--- config.mk ---
export PLATFORM = sky130hd
export DESIGN_NAME = bram_pl_loader_flat
export DESIGN_NICKNAME = d
export VERILOG_FILES = /design/src/rtl/bram_pl_loader_if.sv /design/src/rtl/bram_pl_loader.sv /design/src/flat_wrapper.sv
export SDC_FILE = /design/constraint.sdc
export NUM_CORES = 1
export LEC_CHECK = 0
export ABC_AREA = 1
export BUFFER_PORTS_ARGS = -buffer_cell sky130_fd_sc_hd__clkbuf_2
export CORE_UTILIZATION = 45
export DETAILED_ROUTE_END_ITERATION = 10
export PLACE_DENSITY = 0.71
export SYNTH_ARGS = -nofsm -noshare
export SYNTH_HDL_FRONTEND = slang
export SYNTH_SLANG_ARGS = --single-unit
--- constraint.sdc ---
create_clock -name PL_CLK_i -period 2.59 [get_ports PL_CLK_i]
set_input_delay 0.518 -clock PL_CLK_i [delete_from_list [all_inputs] [get_ports PL_CLK_i]]
set_output_delay 0.518 -clock PL_CLK_i [all_outputs]
set_load 0.02 [all_outputs]
--- src/rtl/bram_pl_loader_if.sv ---
// Bus bundle between the preload initiator and its neighbours: the incoming
// write-word stream, the outgoing readback stream and the BRAM PL port.
interface bram_pl_loader_if #(
  parameter int ADDR_W = 32,
  parameter int DATA_W = 36
);
  // write-word stream from the boot controller
  logic              wdata_valid_i;
  logic [DATA_W-1:0] wdata_i;
  logic              wdata_ready_o;
  // readback stream towards the boot controller
  logic              rdata_valid_o;
  logic [DATA_W-1:0] rdata_o;
  logic              rdata_ready_i;
  // PL port of the BRAM tile
  logic              PL_INIT_o;
  logic              PL_ENA_o;
  logic              PL_REN_o;
  logic [1:0]        PL_WEN_o;
  logic [ADDR_W-1:0] PL_ADDR_o;
  logic [DATA_W-1:0] PL_DATA_o;
  logic [DATA_W-1:0] PL_DATA_i;

  // loader side
  modport master (
    input  wdata_valid_i, wdata_i, rdata_ready_i, PL_DATA_i,
    output wdata_ready_o, rdata_valid_o, rdata_o,
    output PL_INIT_o, PL_ENA_o, PL_REN_o, PL_WEN_o, PL_ADDR_o, PL_DATA_o
  );

  // stream source/sink and BRAM side
  modport slave (
    output wdata_valid_i, wdata_i, rdata_ready_i, PL_DATA_i,
    input  wdata_ready_o, rdata_valid_o, rdata_o,
    input  PL_INIT_o, PL_ENA_o, PL_REN_o, PL_WEN_o, PL_ADDR_o, PL_DATA_o
  );
endinterface

--- src/rtl/bram_pl_loader.sv ---
// Preload initiator for the BRAM PL port. A write session streams words into
// consecutive BRAM addresses; a readback session issues one PL read at a time
// and hands each captured word out on the readback stream. Every output is a
// register, so the FSM decodes its outputs from the next state.
module bram_pl_loader #(
  parameter int ADDR_W = 32,
  parameter int DATA_W = 36,
  parameter int CNT_W  = 16,
  parameter int RD_LAT = 1
) (
  input  logic              PL_CLK_i,
  input  logic              global_resetn,
  input  logic              start_i,
  input  logic              mode_i,
  input  logic [ADDR_W-1:0] base_addr_i,
  input  logic [CNT_W-1:0]  word_count_i,
  input  logic              abort_i,
  output logic              busy_o,
  output logic              done_o,
  output logic              err_o,
  bram_pl_loader_if.master  bus
);

  typedef enum logic [2:0] {
    IDLE, SETUP, WRITE, RD_ISSUE, RD_WAIT, RD_HOLD, DONE
  } state_t;

  // last RD_WAIT cycle index; RD_LAT is limited to 1..4
  localparam logic [1:0] LAT_LAST = 2'(RD_LAT - 1);

  state_t            state, state_n;
  logic              mode_q;
  logic [ADDR_W-1:0] addr_q, addr_n;
  logic [CNT_W-1:0]  rem_q, rem_n;
  logic [1:0]        wcnt_q, wcnt_n;
  logic              wr_fire;
  logic              rd_capture;
  logic              accept_start;
  logic              do_abort;

  assign accept_start = (state == IDLE) && start_i;
  assign do_abort     = (state != IDLE) && abort_i;

  // next state, address/count bookkeeping; abort overrides everything
  always_comb begin
    state_n    = state;
    addr_n     = addr_q;
    rem_n      = rem_q;
    wcnt_n     = wcnt_q;
    wr_fire    = 1'b0;
    rd_capture = 1'b0;
    case (state)
      IDLE: begin
        if (start_i) begin
          state_n = SETUP;
          addr_n  = base_addr_i;
          rem_n   = word_count_i;
        end
      end
      SETUP: begin
        if (rem_q == '0)  state_n = DONE;
        else if (mode_q)  state_n = RD_ISSUE;
        else              state_n = WRITE;
      end
      WRITE: begin
        if (bus.wdata_valid_i && bus.wdata_ready_o) begin
          wr_fire = 1'b1;
          addr_n  = addr_q + ADDR_W'(1);
          rem_n   = rem_q - CNT_W'(1);
          if (rem_q == CNT_W'(1)) state_n = DONE;
        end
      end
      RD_ISSUE: begin
        state_n = RD_WAIT;
        wcnt_n  = '0;
      end
      RD_WAIT: begin
        if (wcnt_q == LAT_LAST) begin
          state_n    = RD_HOLD;
          rd_capture = 1'b1;
        end else begin
          wcnt_n = wcnt_q + 2'd1;
        end
      end
      RD_HOLD: begin
        // rdata_valid_o is always high here, so ready alone completes the handshake
        if (bus.rdata_ready_i) begin
          addr_n  = addr_q + ADDR_W'(1);
          rem_n   = rem_q - CNT_W'(1);
          state_n = (rem_q == CNT_W'(1)) ? DONE : RD_ISSUE;
        end
      end
      DONE:    state_n = IDLE;
      default: state_n = IDLE;
    endcase
    if (do_abort) begin
      state_n    = DONE;
      addr_n     = addr_q;
      rem_n      = rem_q;
      wr_fire    = 1'b0;
      rd_capture = 1'b0;
    end
  end

  // state and session bookkeeping registers
  always_ff @(posedge PL_CLK_i or negedge global_resetn) begin
    if (!global_resetn) begin
      state  <= IDLE;
      mode_q <= 1'b0;
      addr_q <= '0;
      rem_q  <= '0;
      wcnt_q <= '0;
    end else begin
      state  <= state_n;
      addr_q <= addr_n;
      rem_q  <= rem_n;
      wcnt_q <= wcnt_n;
      if (accept_start) mode_q <= mode_i;
    end
  end

  // registered outputs: status and strobes decoded from the next state
  always_ff @(posedge PL_CLK_i or negedge global_resetn) begin
    if (!global_resetn) begin
      busy_o            <= 1'b0;
      done_o            <= 1'b0;
      err_o             <= 1'b0;
      bus.wdata_ready_o <= 1'b0;
      bus.rdata_valid_o <= 1'b0;
      bus.rdata_o       <= '0;
      bus.PL_INIT_o     <= 1'b0;
      bus.PL_ENA_o      <= 1'b0;
      bus.PL_REN_o      <= 1'b0;
      bus.PL_WEN_o      <= 2'b00;
      bus.PL_ADDR_o     <= '0;
      bus.PL_DATA_o     <= '0;
    end else begin
      busy_o            <= (state_n != IDLE);
      done_o            <= (state_n == DONE);
      bus.PL_INIT_o     <= (state_n != IDLE);
      bus.wdata_ready_o <= (state_n == WRITE);
      bus.rdata_valid_o <= (state_n == RD_HOLD);
      bus.PL_ENA_o      <= wr_fire || (state_n == RD_ISSUE);
      bus.PL_REN_o      <= (state_n == RD_ISSUE);
      bus.PL_WEN_o      <= wr_fire ? 2'b11 : 2'b00;
      // address/data hold their last value between accesses
      if (wr_fire) begin
        bus.PL_ADDR_o <= addr_q;
        bus.PL_DATA_o <= bus.wdata_i;
      end else if (state_n == RD_ISSUE) begin
        bus.PL_ADDR_o <= addr_n;
      end
      if (rd_capture) bus.rdata_o <= bus.PL_DATA_i;
      if (accept_start)  err_o <= 1'b0;
      else if (do_abort) err_o <= 1'b1;
    end
  end

endmodule

--- src/flat_wrapper.sv ---
// flat-port wrapper written by rule: the top's interface ports become plain ports
module bram_pl_loader_flat 
#(
  parameter int ADDR_W = 32,
  parameter int DATA_W = 36,
  parameter int CNT_W  = 16,
  parameter int RD_LAT = 1
)
  (PL_CLK_i, global_resetn, start_i, mode_i, base_addr_i, word_count_i, abort_i, busy_o, done_o, err_o, bus_wdata_valid_i, bus_wdata_i, bus_rdata_ready_i, bus_PL_DATA_i, bus_wdata_ready_o, bus_rdata_valid_o, bus_rdata_o, bus_PL_INIT_o, bus_PL_ENA_o, bus_PL_REN_o, bus_PL_WEN_o, bus_PL_ADDR_o, bus_PL_DATA_o);
  bram_pl_loader_if #(.ADDR_W(ADDR_W), .DATA_W(DATA_W)) bus_i ();
  input  logic PL_CLK_i;
  input  logic global_resetn;
  input  logic start_i;
  input  logic mode_i;
  input  logic [ADDR_W-1:0] base_addr_i;
  input  logic [CNT_W-1:0] word_count_i;
  input  logic abort_i;
  output logic busy_o;
  output logic done_o;
  output logic err_o;
  input wire logic [$bits(bus_i.wdata_valid_i)-1:0] bus_wdata_valid_i;
  input wire logic [$bits(bus_i.wdata_i)-1:0] bus_wdata_i;
  input wire logic [$bits(bus_i.rdata_ready_i)-1:0] bus_rdata_ready_i;
  input wire logic [$bits(bus_i.PL_DATA_i)-1:0] bus_PL_DATA_i;
  output wire logic [$bits(bus_i.wdata_ready_o)-1:0] bus_wdata_ready_o;
  output wire logic [$bits(bus_i.rdata_valid_o)-1:0] bus_rdata_valid_o;
  output wire logic [$bits(bus_i.rdata_o)-1:0] bus_rdata_o;
  output wire logic [$bits(bus_i.PL_INIT_o)-1:0] bus_PL_INIT_o;
  output wire logic [$bits(bus_i.PL_ENA_o)-1:0] bus_PL_ENA_o;
  output wire logic [$bits(bus_i.PL_REN_o)-1:0] bus_PL_REN_o;
  output wire logic [$bits(bus_i.PL_WEN_o)-1:0] bus_PL_WEN_o;
  output wire logic [$bits(bus_i.PL_ADDR_o)-1:0] bus_PL_ADDR_o;
  output wire logic [$bits(bus_i.PL_DATA_o)-1:0] bus_PL_DATA_o;
  assign bus_i.wdata_valid_i = bus_wdata_valid_i;
  assign bus_i.wdata_i = bus_wdata_i;
  assign bus_i.rdata_ready_i = bus_rdata_ready_i;
  assign bus_i.PL_DATA_i = bus_PL_DATA_i;
  assign bus_wdata_ready_o = bus_i.wdata_ready_o;
  assign bus_rdata_valid_o = bus_i.rdata_valid_o;
  assign bus_rdata_o = bus_i.rdata_o;
  assign bus_PL_INIT_o = bus_i.PL_INIT_o;
  assign bus_PL_ENA_o = bus_i.PL_ENA_o;
  assign bus_PL_REN_o = bus_i.PL_REN_o;
  assign bus_PL_WEN_o = bus_i.PL_WEN_o;
  assign bus_PL_ADDR_o = bus_i.PL_ADDR_o;
  assign bus_PL_DATA_o = bus_i.PL_DATA_o;
  bram_pl_loader #(.ADDR_W(ADDR_W), .DATA_W(DATA_W), .CNT_W(CNT_W), .RD_LAT(RD_LAT)) u_core (.PL_CLK_i(PL_CLK_i), .global_resetn(global_resetn), .start_i(start_i), .mode_i(mode_i), .base_addr_i(base_addr_i), .word_count_i(word_count_i), .abort_i(abort_i), .busy_o(busy_o), .done_o(done_o), .err_o(err_o), .bus(bus_i));
endmodule
Word level (Yosys, flattened, before mapping) --
Cells that the tools add are included.
Cells by class: $add $sub $neg 3, $mul 0, div/mod/pow operators 0, $lt $le $gt $ge 0, equal/unequal tests 14, shift operators 0, muxes and demuxes 32, bitwise gates (word level) 1, reductions and logical operators 15
Operators by type and width (number):
- two-way mux 32 bit | 6
- one-hot mux 32 bit (3 select lines) | 1
- two-way mux 16 bit | 3
- one-hot mux 16 bit (3 select lines) | 1
- adder 32 x 1 -> 32 bit (second input constant) | 1
- two-way mux 3 bit | 8
- one-hot mux 3 bit (6 select lines) | 1
- == test 16 x 1 -> 1 bit (second input constant) | 1
- zero test 16 bit | 1
- subtractor 16 x 1 -> 16 bit (second input constant) | 1
- == test 3 x 2 -> 1 bit (second input constant) | 4
- == test 3 bit (second input constant) | 4
- two-way mux 1 bit | 9
- nonzero test 3 bit | 3
- != test 2 bit (second input constant) | 3
- nonzero test 2 bit | 3
- AND reduction 5 bit | 1
- two-way mux 2 bit | 2
- one-hot mux 2 bit (2 select lines) | 1
- == test 3 x 1 -> 1 bit (second input constant) | 1
- logical AND 1 bit | 3
- zero test 3 bit | 1
- adder 2 x 1 -> 2 bit (second input constant) | 1
- zero test 2 bit | 1
- other kinds (4) | 4
Storage, ports and cells: register bits after elaboration 167, latch bits 0, memory bits (writable) 0, ROM bits 0, input bits 127, output and inout port bits 114, logic and storage cells 81, memories 0

Longest topological paths before layout --
word-level depth 8, depth in mapped cells 14

Least setup slack after synthesis --
No wires, ideal clock.
path type register -> register, start register u_core.state[0], end register u_core.bus.PL_ADDR_o[5], arrival 1.642 ns, data required time 2.472 ns, path slack 0.830 ns, cell stages (with the launch flop) 11, buffers on the path 1, clock period less this slack 1.760 ns, cells stage by stage dfrtp_1 > nor2_1 > nand2_1 > nand2_2 > inv_1 > nor2_4 > inv_2 > clkbuf_1 > nor2_1 > o21bai_1 > nor2_1
Between the ends: word-level cells in the longest chain between the ends 6, elaborated cells on any way between the ends 23, classes of those cells eq/ne: 6; mux: 13; reduce/logical: 4
Ends and longest elaborated chain:
- start, declared | RTL line bram_pl_loader.sv:31 | state_t state, state_n;
- start signal, assigned | RTL line bram_pl_loader.sv:114 | state <= state_n;
- two-way mux 3 bit | RTL line bram_pl_loader.sv:70 | if (rem_q == CNT_W'(1)) state_n = DONE;
- two-way mux 3 bit | RTL line bram_pl_loader.sv:66 | if (bus.wdata_valid_i && bus.wdata_ready_o) begin
- one-hot mux 3 bit (6 select lines) | RTL line bram_pl_loader.sv:52 | case (state)
- two-way mux 3 bit | RTL line bram_pl_loader.sv:96 | if (do_abort) begin
- == test 3 x 2 -> 1 bit | RTL line bram_pl_loader.sv:150 | end else if (state_n == RD_ISSUE) begin
- nonzero test 2 bit (no source line)
- end signal, assigned | RTL line bram_pl_loader.sv:148 | bus.PL_ADDR_o <= addr_q;
- end signal, assigned | RTL line bram_pl_loader.sv:151 | bus.PL_ADDR_o <= addr_n;
- end, declared | RTL line bram_pl_loader_if.sv:28 | output PL_INIT_o, PL_ENA_o, PL_REN_o, PL_WEN_o, PL_ADDR_o, PL_DATA_o
Parallel ways exist; a longest one is shown, timed or not. The select of a mux whose other input is x is not followed. A chain may end at the register's enable or synchronous reset.

Worst setup path in the final report --
start register u_core.state[2], end register u_core.bus.PL_ADDR_o[23]
Between the ends: elaborated cells on any way between the ends 23, classes of those cells eq/ne: 6; mux: 13; reduce/logical: 4
RTL lines:
- == test 3 bit, or another cell as far along | RTL line bram_pl_loader.sv:52
- one-hot mux 32 bit (3 select lines) or logical AND 1 bit (tied branches) | RTL line bram_pl_loader.sv:52, bram_pl_loader.sv:42
- two-way mux 32 bit * | RTL line bram_pl_loader.sv:96
- named net u_core.addr_n[23] | RTL line bram_pl_loader.sv:33 | logic [ADDR_W-1:0] addr_q, addr_n;
- two-way mux 32 bit * | RTL line bram_pl_loader.sv:150
- two-way mux 32 bit * | RTL line bram_pl_loader.sv:147 | if (wr_fire) begin
Mark *: on every way through the listed nets, which the timed path passes. The rest lies on a longest branch. The select of a mux whose other input is x is not followed.

==> impl_metrics.toml <==
[run_status]
outcome = "complete, but fails checks"
violations = "design-rule violations"

[clocking]
cts-root-buf = "clkbuf_16"
htreeDepth = 4
hold_buffers = 0
cts_tree = "done"
cts_resized = 0
insertion_delay_ps = 440
cts.clk_slew.worst_paths_ps = 80
cts_sinks = 166
cts_setup_buffers = 0
cts_buffers = 17
clk_path_buf_depth = 2

[final_layout]
drive_gt1_share_pct = 26.89
multiInputGateArea_um2 = 3620
num_antenna_cells = 0
seqCellArea_um2 = 4154
layout.nets = 1417
final_cell_mix = "nand2_1 (443), clkbuf_2 (239), dfrtp_1 (166)"
fill_cells = 1725
final_cells = 1527
area_delta_synth_final_pct = 25.34
final_common_cell = "nand2_1"
final_util_pct = 57.42

[floorplanning]
die_y_um = 137.0
die_width_um = 137.0
start_util_pct = 45.81
core_um2 = 17900
rows = 49
num_io_pins = 241
die_area_um2 = 18770

[logic_synthesis]
synth_cell_type_count = 37
synth-simple-area-share_pct = 31.46
yosys.area_share.xor_xnor_pct = 0.4272
synth_top_area_share_pct = 50.65
synth_top_family_by_area = "simple AND/OR/NAND/NOR gates"
syn_area_um2 = 8202
synth-adder-area-share_pct = 0.7628
syn_area_per_cell_um2 = 7.826
netlist.top_cell.by_area = "dfrtp_1"
synthMuxAreaShare_pct = 4.943
synth-seq-area-share_pct = 50.65
ys_warn_count = 0
synth_nets = 1180
synthCells = 1048
ys_ff_latch = 166
ys_top_cells_by_area = "dfrtp_1 (51%), nand2_1 (20%), mux2_2 (4.9%)"
synth_compound_area_share_pct = 6.514

[timing]
final.min_clock_period_ps = 2166
worst_pin_slew_ps = 702.1
rsz0062_at_grt = "no"
finalSetupViolations = 0
hold_viol = 0
skew_ps = 15.51
timing.final.crit_share_pct = 83.61
maxClockFrequency_mhz = 461.8
maxSlewHeadroom_pct = 53.03
finalSetupTns_ps = 0
hold_slack_ps = 81.31
slew_violations = 0
fin_ws_ps = 424.4

[placed_design]
gp_congestion = 0.8907
port-buffer-count = 240
numPlacedInstances = 1495
dpl.hpwl_mm = 15.82
post-place-ws_ps = 383.7

[critical_path]
reg2reg_depth = 11
cp_max_fo = 36
critPathKind = "reg2reg"
endpoint_kind = "register"
arrival_ps = 2540
critPathLaunchType = "register"
worst-endpoint-required_ps = 2960

[global_route]
grt_usage_pct = 24.11
grt_max_degree = 70
grt_first_pass_wirelength_mm = 34.69
antenna_found_initial = 0
grt_pass1_vias = 7084
grt_overflow_total = 0

[drt]
vias = 7555
drcViolationCount = 2
route.detailed.wl_per_inst_um = 14.13
vias_per_cell = 4.948
ant_nets = 0
first_pass_iters = 8
drt-initial-drc-count = 533
wl_mm = 21.58

[power]
peakVddDrop_mv = 0.6503
p_leak_nw = 5.363
power_density_nw_per_um2 = 1160

[job]
max_cap_viol_count = 0

[min_path]
hp-class = "in2async"
==> where the power goes <==
group / switching, mW / internal [mW] / total (mW) / leakage, nW
Clock: 1.24 / 1.41 / 2.65 / 0.307
Combinational: 3.16 / 1.65 / 4.80 / 2.93
Sequential: 0.817 / 3.66 / 4.48 / 2.13
Total: 5.21 / 6.72 / 11.9 / 5.36
==> sequential cells by signal (all words and copies together), names as in the netlist <==
register and flops:
u_core.bus.rdata_valid_o 1, u_core.bus.PL_DATA_o 36, u_core.bus.PL_ADDR_o 32, u_core.done_o 1
u_core.bus.PL_INIT_o 1, u_core.bus.PL_ENA_o 1, u_core.bus.PL_REN_o 1, u_core.rem_q 16
u_core.state 3, u_core.addr_q 32, u_core.bus.wdata_ready_o 1, u_core.mode_q 1
u_core.bus.rdata_o 36, u_core.bus.PL_WEN_o 1, u_core.err_o 1, u_core.wcnt_q 2
==> critical path, stage by stage, from the launching register on <==
cell     delay [ps]
dfrtp_1         450
inv_2           100
nand3_2          90
inv_2           130
nand2_1         130
nand2_2         550
nand3_1         130
o21ai_0         190
nand2_1          80
nand2_1         100
nand2_1          60
nand3_1          80
==> cells in the mapped netlist, drive strengths merged <==
master     n
a21boi     1
a21oi     20
a22o       1
a22oi      3
a31oi      1
and2       2
buf       22
clkbuf    17
dfrtp    166
ha         5
inv       62
mux2      36
nand2    448
nand3     54
nand3b     3
nand4      7
nor2     111
nor3      10
nor3b      1
o2111ai    1
o211ai     3
o21ai     59
o21bai     3
o221ai     2
o31ai      3
or2        3
xnor2      1
xor2       3
==> path summary, 6_finish.rpt <==
| check | start | to | slack [ps] |
|---|---|---|---|
| max | u_core.state[2]$_DFF_PN0_ | u_core.bus.PL_ADDR_o[23]$_DFFE_PN0P_ | 420 |
| min | global_resetn | u_core.bus.rdata_o[18]$_DFFE_PN0P_ | 80 |
| max reg2reg | u_core.state[2]$_DFF_PN0_ | u_core.bus.PL_ADDR_o[23]$_DFFE_PN0P_ | 420 |
| min reg2reg | u_core.bus.PL_DATA_o[34]$_DFFE_PN0P_ | u_core.bus.PL_DATA_o[34]$_DFFE_PN0P_ | 470 |
| max in group asynchronous | global_resetn | u_core.bus.PL_DATA_o[30]$_DFFE_PN0P_ | 1820 |
| min in group PL_CLK_i | bus_wdata_i[34] | u_core.bus.PL_DATA_o[34]$_DFFE_PN0P_ | 280 |
==> per-stage QoR <==
stage / total power, mW / area, um2
finish: 11.93 / 10280
global placement: 9.220 / 9653
global route: 12.76 / 10280
detailed placement: 9.337 / 9653
CTS: 12.03 / 10280
floorplan: 7.680 / 8202
==> layer usage <==
layer  up-vias  wire length [um]  track usage [%]
met4         0               395            7.753
met2       228             10190            38.58
li1       3809                 -                -
met3        32              1483            7.111
met1      3486              9505            31.31
met5         -                 0                0
==> area by class of cell <==
class                      count  area share (%)
timing repair buffer         257           13.23
sequential                   166           40.41
clock buffer                  17           4.138
tap                          229           2.787
inverter                      62           2.264
multi-input combinational    781           35.21
clock inverter                15           1.960
==> logic make-up after synthesis <==
family / after synthesis
xor+xnor: 4
simple gates: 639
buf+inv: 101
compound gates: 97
fa+ha+maj: 5
mux: 36
flops: 166
No activity file was read; power rests on OpenSTA's default activity.
